File: config.mk
export PLATFORM = sky130hd
export DESIGN_NAME = cdb_arbiter
export DESIGN_NICKNAME = d
export VERILOG_FILES = /design/src/rtl/cdb_arbiter_pkg.sv /design/src/rtl/cdb_fifo.sv /design/src/rtl/cdb_arbiter.sv
export SDC_FILE = /design/constraint.sdc
export NUM_CORES = 1
export LEC_CHECK = 0
export ABC_AREA = 1
export BUFFER_PORTS_ARGS = -buffer_cell sky130_fd_sc_hd__buf_4
export CAP_MARGIN = 15
export CORE_UTILIZATION = 56
export CTS_BUF_LIST = sky130_fd_sc_hd__clkbuf_8
export CTS_CLUSTER_DIAMETER = 100
export CTS_CLUSTER_SIZE = 24
export DETAILED_ROUTE_END_ITERATION = 7
export PLACE_DENSITY = 0.88
export SYNTH_ARGS = -nofsm -noshare
export SYNTH_HDL_FRONTEND = slang
export SYNTH_SLANG_ARGS = --single-unit
export TNS_END_PERCENT = 10
File: constraint.sdc
create_clock -name clk -period 3.7 [get_ports clk]
set_clock_uncertainty 0.2 [all_clocks]
set_input_delay 0.555 -clock clk [delete_from_list [all_inputs] [get_ports clk]]
set_output_delay 0.555 -clock clk [all_outputs]
set_load 0.02 [all_outputs]
File: src/rtl/cdb_arbiter_pkg.sv
// Shared types and defaults for the common-data-bus arbiter slice.
package cdb_arbiter_pkg;

    localparam int DEF_DATA_W  = 32;
    localparam int DEF_TAG_W   = 4;
    localparam int DEF_RSNUM_W = 3;
    localparam int DEF_DEPTH   = 4;

    // ROB tag value meaning "no destination"; such results are never broadcast.
    localparam int TAG_FREE = 0;

    localparam logic VALID   = 1'b1;
    localparam logic INVALID = 1'b0;

    // Which producer FIFO won the bus most recently under contention.
    typedef enum logic {
        GRANT_ALU = 1'b0,
        GRANT_LSB = 1'b1
    } grant_e;

endpackage

File: src/rtl/cdb_fifo.sv
// Small synchronous FIFO with a combinational head; one per CDB producer.
module cdb_fifo #(
    parameter int W     = 8,
    parameter int DEPTH = 4
) (
    input  logic                       clk,
    input  logic                       rst,
    input  logic                       clear,
    input  logic                       push,
    input  logic [W-1:0]               din,
    input  logic                       pop,
    output logic [W-1:0]               dout,
    output logic                       empty,
    output logic                       full,
    output logic [$clog2(DEPTH):0]     count
);

    localparam int AW = $clog2(DEPTH);

    logic [W-1:0]  mem [DEPTH];
    logic [AW-1:0] wr_ptr;
    logic [AW-1:0] rd_ptr;
    logic          do_push;
    logic          do_pop;

    // A full FIFO refuses the push even if it pops in the same cycle.
    assign do_push = push && !full && !clear;
    assign do_pop  = pop && !empty && !clear;

    assign empty = (count == '0);
    assign full  = (count == (AW + 1)'(DEPTH));
    assign dout  = mem[rd_ptr];

    // Pointer and occupancy bookkeeping; pointers wrap naturally at DEPTH.
    always_ff @(posedge clk) begin
        if (rst || clear) begin
            wr_ptr <= '0;
            rd_ptr <= '0;
            count  <= '0;
        end else begin
            if (do_push) wr_ptr <= wr_ptr + 1'b1;
            if (do_pop)  rd_ptr <= rd_ptr + 1'b1;
            case ({do_push, do_pop})
                2'b10:   count <= count + 1'b1;
                2'b01:   count <= count - 1'b1;
                default: count <= count;
            endcase
        end
    end

    // Storage write.
    // NOTE: the array has no reset; stale slots are unreachable once the pointers and count are cleared.
    always_ff @(posedge clk) begin
        if (do_push) mem[wr_ptr] <= din;
    end

endmodule

File: src/rtl/cdb_arbiter.sv
// CDB arbiter: buffers ALU and load/store results, broadcasts one per cycle
// round-robin, and tells the ALU reservation station which entry to free.
module cdb_arbiter
    import cdb_arbiter_pkg::*;
#(
    parameter int DATA_W  = DEF_DATA_W,
    parameter int TAG_W   = DEF_TAG_W,
    parameter int RSNUM_W = DEF_RSNUM_W,
    parameter int DEPTH   = DEF_DEPTH
) (
    input  logic               clk,
    input  logic               rst,
    input  logic               flush,
    input  logic               alu_valid,
    input  logic [RSNUM_W-1:0] alu_rsnum,
    input  logic [TAG_W-1:0]   alu_tag,
    input  logic [DATA_W-1:0]  alu_data,
    output logic               alu_full,
    input  logic               lsb_valid,
    input  logic [TAG_W-1:0]   lsb_tag,
    input  logic [DATA_W-1:0]  lsb_data,
    output logic               lsb_full,
    output logic               cdb_valid,
    output logic [TAG_W-1:0]   cdb_tag,
    output logic [DATA_W-1:0]  cdb_data,
    output logic               alu_finish,
    output logic [RSNUM_W-1:0] alu_fin_rsnum,
    output logic               overflow
);

    localparam int CW = $clog2(DEPTH) + 1;

    typedef struct packed {
        logic [RSNUM_W-1:0] rsnum;
        logic [TAG_W-1:0]   tag;
        logic [DATA_W-1:0]  data;
    } alu_entry_t;

    typedef struct packed {
        logic [TAG_W-1:0]  tag;
        logic [DATA_W-1:0] data;
    } lsb_entry_t;

    alu_entry_t    alu_head;
    lsb_entry_t    lsb_head;
    logic          alu_req, lsb_req;
    logic          alu_push, lsb_push;
    logic          alu_empty, lsb_empty;
    logic [CW-1:0] alu_count, lsb_count;
    logic          grant_alu, grant_lsb;
    grant_e        last_grant;

    // Results headed for the free tag are dropped silently; flush discards pushes.
    assign alu_req  = alu_valid && (alu_tag != TAG_W'(TAG_FREE));
    assign lsb_req  = lsb_valid && (lsb_tag != TAG_W'(TAG_FREE));
    assign alu_push = alu_req && !flush;
    assign lsb_push = lsb_req && !flush;

    cdb_fifo #(.W($bits(alu_entry_t)), .DEPTH(DEPTH)) u_alu_fifo (
        .clk   (clk),
        .rst   (rst),
        .clear (flush),
        .push  (alu_push),
        .din   ({alu_rsnum, alu_tag, alu_data}),
        .pop   (grant_alu),
        .dout  (alu_head),
        .empty (alu_empty),
        .full  (alu_full),
        .count (alu_count)
    );

    cdb_fifo #(.W($bits(lsb_entry_t)), .DEPTH(DEPTH)) u_lsb_fifo (
        .clk   (clk),
        .rst   (rst),
        .clear (flush),
        .push  (lsb_push),
        .din   ({lsb_tag, lsb_data}),
        .pop   (grant_lsb),
        .dout  (lsb_head),
        .empty (lsb_empty),
        .full  (lsb_full),
        .count (lsb_count)
    );

    // Occupancy can never exceed the FIFO depth.
    assert property (@(posedge clk) disable iff (rst) (alu_count <= CW'(DEPTH)) && (lsb_count <= CW'(DEPTH)));

    // Round-robin grant from registered FIFO state; no grant during flush.
    // NOTE: every output gets a default first so no path through the block infers a latch.
    always_comb begin
        grant_alu = 1'b0;
        grant_lsb = 1'b0;
        if (!flush) begin
            if (!alu_empty && !lsb_empty) begin
                if (last_grant == GRANT_LSB) grant_alu = 1'b1;
                else                         grant_lsb = 1'b1;
            end else if (!alu_empty) begin
                grant_alu = 1'b1;
            end else if (!lsb_empty) begin
                grant_lsb = 1'b1;
            end
        end
    end

    // Remember the winner of each contention so the other side wins next time.
    always_ff @(posedge clk) begin
        if (rst || flush) begin
            last_grant <= GRANT_LSB;
        end else if (!alu_empty && !lsb_empty) begin
            last_grant <= grant_alu ? GRANT_ALU : GRANT_LSB;
        end
    end

    // Broadcast register: loads the granted head on the edge that pops it.
    always_ff @(posedge clk) begin
        if (rst || flush || !(grant_alu || grant_lsb)) begin
            cdb_valid     <= INVALID;
            cdb_tag       <= TAG_W'(TAG_FREE);
            cdb_data      <= '0;
            alu_finish    <= 1'b0;
            alu_fin_rsnum <= '0;
        end else if (grant_alu) begin
            cdb_valid     <= VALID;
            cdb_tag       <= alu_head.tag;
            cdb_data      <= alu_head.data;
            alu_finish    <= 1'b1;
            alu_fin_rsnum <= alu_head.rsnum;
        end else begin
            cdb_valid     <= VALID;
            cdb_tag       <= lsb_head.tag;
            cdb_data      <= lsb_head.data;
            alu_finish    <= 1'b0;
            alu_fin_rsnum <= '0;
        end
    end

    // Sticky drop indicator; only reset clears it, flush leaves it alone.
    always_ff @(posedge clk) begin
        if (rst) begin
            overflow <= 1'b0;
        end else if (!flush && ((alu_req && alu_full) || (lsb_req && lsb_full))) begin
            overflow <= 1'b1;
        end
    end

endmodule

==> run_results.csv <==
group,metric,value,unit
die,rows,58,
grt,grt_overflow,0,
yosys,synthCells,1240,
route,wl_per_cell,16.83,um
route,drc,0,
grt,grt_pass1_vias,9097,
timing,slew_violations,0,
clocking,cts_root_buf,"clkbuf_8",
pwr,power_density,407.4,nW/um^2
yosys,synth_nets,1332,
clocking,cts_tree,"built",
timing,setup_violations,0,
grt,grt_first_pass_wirelength,46150,um
route,antenna_left,0,
worst_setup_path,worstPathRequired,3.96,ns
timing,fin_crit_sh,0.7424,
route,drt-total-wl,29440,um
layout,final_cell_area,16400,um^2
pwr,vdd_drop_max,0.4015,mV
job,drv_cap,0,
die,io_pins,124,
yosys,ys_seq_elements,361,
place,post-dp-hpwl,18150,um
timing,final_hold_viol_count,0,
route,viasPerCell,5.331,
clocking,cts_max_level,1,
clocking,cts_buffer_depth,3,
route,drt-pass1-iter-count,5,
layout,antennaDiodeCount,0,
timing,finalSetupTns,0,ns
timing,maxSlewHeadroom,0.4546,
layout,drive_gt1_frac,0.1311,
clocking,cts_buffers,19,
die,dieArea,26130,um^2
route,dr.first_iter.drc_count,914,
die,initial_utilization,0.5685,
layout,nNetsFinal,1499,
clocking,cts_resized,0,
timing,rsz0062_at_grt,"false",
pwr,power,6.683,mW
clocking,insertion_delay,0.55,ns
timing,fmax,364.0,MHz
clocking,clk_pin_slew,0.14,ns
place,io_buffers,123,
die,chipHeight,161.7,um
route,num_vias,9324,
die,die_x,161.7,um
outcome,outcome,"completed",
timing,tightestPinTransition,0.8161,ns
worst_setup_path,crit_type,"primary input to flip-flop",
grt,grt_max_degree,79,
timing,period_minus_slack,2.747,ns
grt,grt_usage,0.2270,
grt,antenna_found_initial,0,
clocking,clock-sinks,361,
die,core_area,25110,um^2
timing,finalWorstSetupSlack,0.9531,ns
place,place_ws,0.9259,ns
yosys,yosys_warnings,0,
yosys,synth_area,14270,um^2
layout,final_common_cell,"edfxtp_1",
place,dpl-instance-area,15330,um^2
worst_setup_path,worst-path-max-fanout,6,
yosys,ys_seq_area_frac,0.7166,
worst_setup_path,critPathLaunchType,"primary input",
worst_setup_path,cp.arrival,3.00,ns
layout,area_delta_synth_final,14.92,%
layout,mostFrequentLayoutCells,"300 x edfxtp_1, 282 x nand2_1, 210 x nor2_1",
yosys,syn_area_per_cell,11.51,um^2
worst_setup_path,crit_path_end_kind,"flip-flop",
min_path,min_path_type,"primary input to flip-flop",
place,gp_congestion,0.8392,
yosys,synth.distinct_cells,31,
pwr,leakagePower,6.182,nW
==> synth_stat cells, drive strengths merged <==
library cell / n / area (um^2)
fa: 2 / 40.04
nand3: 117 / 590.6
dfxtp: 61 / 1221
ha: 10 / 125.1
clkinv: 2 / 7.510
xor2: 2 / 17.52
inv: 34 / 132.6
a21oi: 15 / 82.58
nand4: 2 / 12.51
o21ai: 85 / 425.4
buf: 53 / 381.6
nor2: 223 / 864.6
nand2: 287 / 1095
clkbuf: 11 / 45.04
or2: 36 / 225.2
edfxtp: 300 / 9009
==> worst max-delay path, cell delays in order <==
cell	delay (ns)
dlygate4sd3_1	0.54
buf_4	0.15
nor2_1	0.11
nand2_1	0.09
nand4_1	0.38
ha_1	0.26
inv_1	0.07
fa_1	0.39
nand2_1	0.10
nand3_1	0.10
o21ai_0	0.17
a21oi_1	0.06
==> final cells by class <==
class / instances / area (um^2)
Sequential cell: 361 / 10230
Fill cell: 1876 / 8705
Multi-Input combinational cell: 779 / 3518
Timing Repair Buffer: 210 / 1759
Tap cell: 330 / 412.9
Clock buffer: 19 / 261.5
Inverter: 36 / 140.1
Clock inverter: 14 / 78.83
==> registers in the layout, indices dropped and copies added (netlist names), 3 cells and up, named ones only <==
signal and flops:
cdb_data 32, u_alu_fifo.count 3, alu_fin_rsnum 3, u_lsb_fifo.mem 144
u_alu_fifo.mem 156, cdb_tag 4, u_lsb_fifo.count 3
==> metal layers <==
metal,vias to the layer above,share of wire,GRT usage
met1,4463,0.40,0.2958
li1,4496,-,-
met5,-,0,0
met4,0,0.020,0.05060
met3,37,0.069,0.03524
met2,328,0.51,0.4026
==> repair_timing <==
action | 4_1_cts | 5_1_grt
hold endpoints to repair | 262 | 19
endpoints found under the setup margin | 0 | 0
hold buffers | 68 | 5
buffers inserted | 0 | 0
==> worst paths after layout <==
path	start	endpoint	slack [ns]	cells after the start
worst max-delay path	alu_tag[1]	u_alu_fifo.count[2]	0.95	12
worst min-delay path	alu_data[20]	u_alu_fifo.mem[2][20]	0.02	1
worst max register to register	u_alu_fifo.count[0]	u_alu_fifo.count[2]	1.17	10
worst min register to register	overflow	overflow	0.28	2
==> kinds of logic (layout without fill, tap and decap cells) <==
group,Yosys count,in the layout,synth area share
and+or+nand+nor,665,665,0.1953
xor gates and xnor gates,2,2,0.001227
adders and majority gates,12,12,0.01157
DFF,361,361,0.7166
AOI/OAI and AO/OA,100,100,0.03559
buffers and inverters,100,279,0.03970
==> power by group <==
group	internal, mW	switching, mW
combinational	0.215	0.311
sequential	4.49	0.0319
clock	0.506	1.13
total	5.21	1.47
==> stage by stage <==
step	instances	hold slack, ns	util
floorplan	1240	0.2657	-
global placement	1643	0.2454	0.6107
detailed placement	1643	0.2635	0.6107
CTS	1744	0.0004159	0.6513
global route	1749	0.0003912	0.6533
finish	1749	0.01647	0.6533
Note: power is estimated with default switching activity, not from simulation.
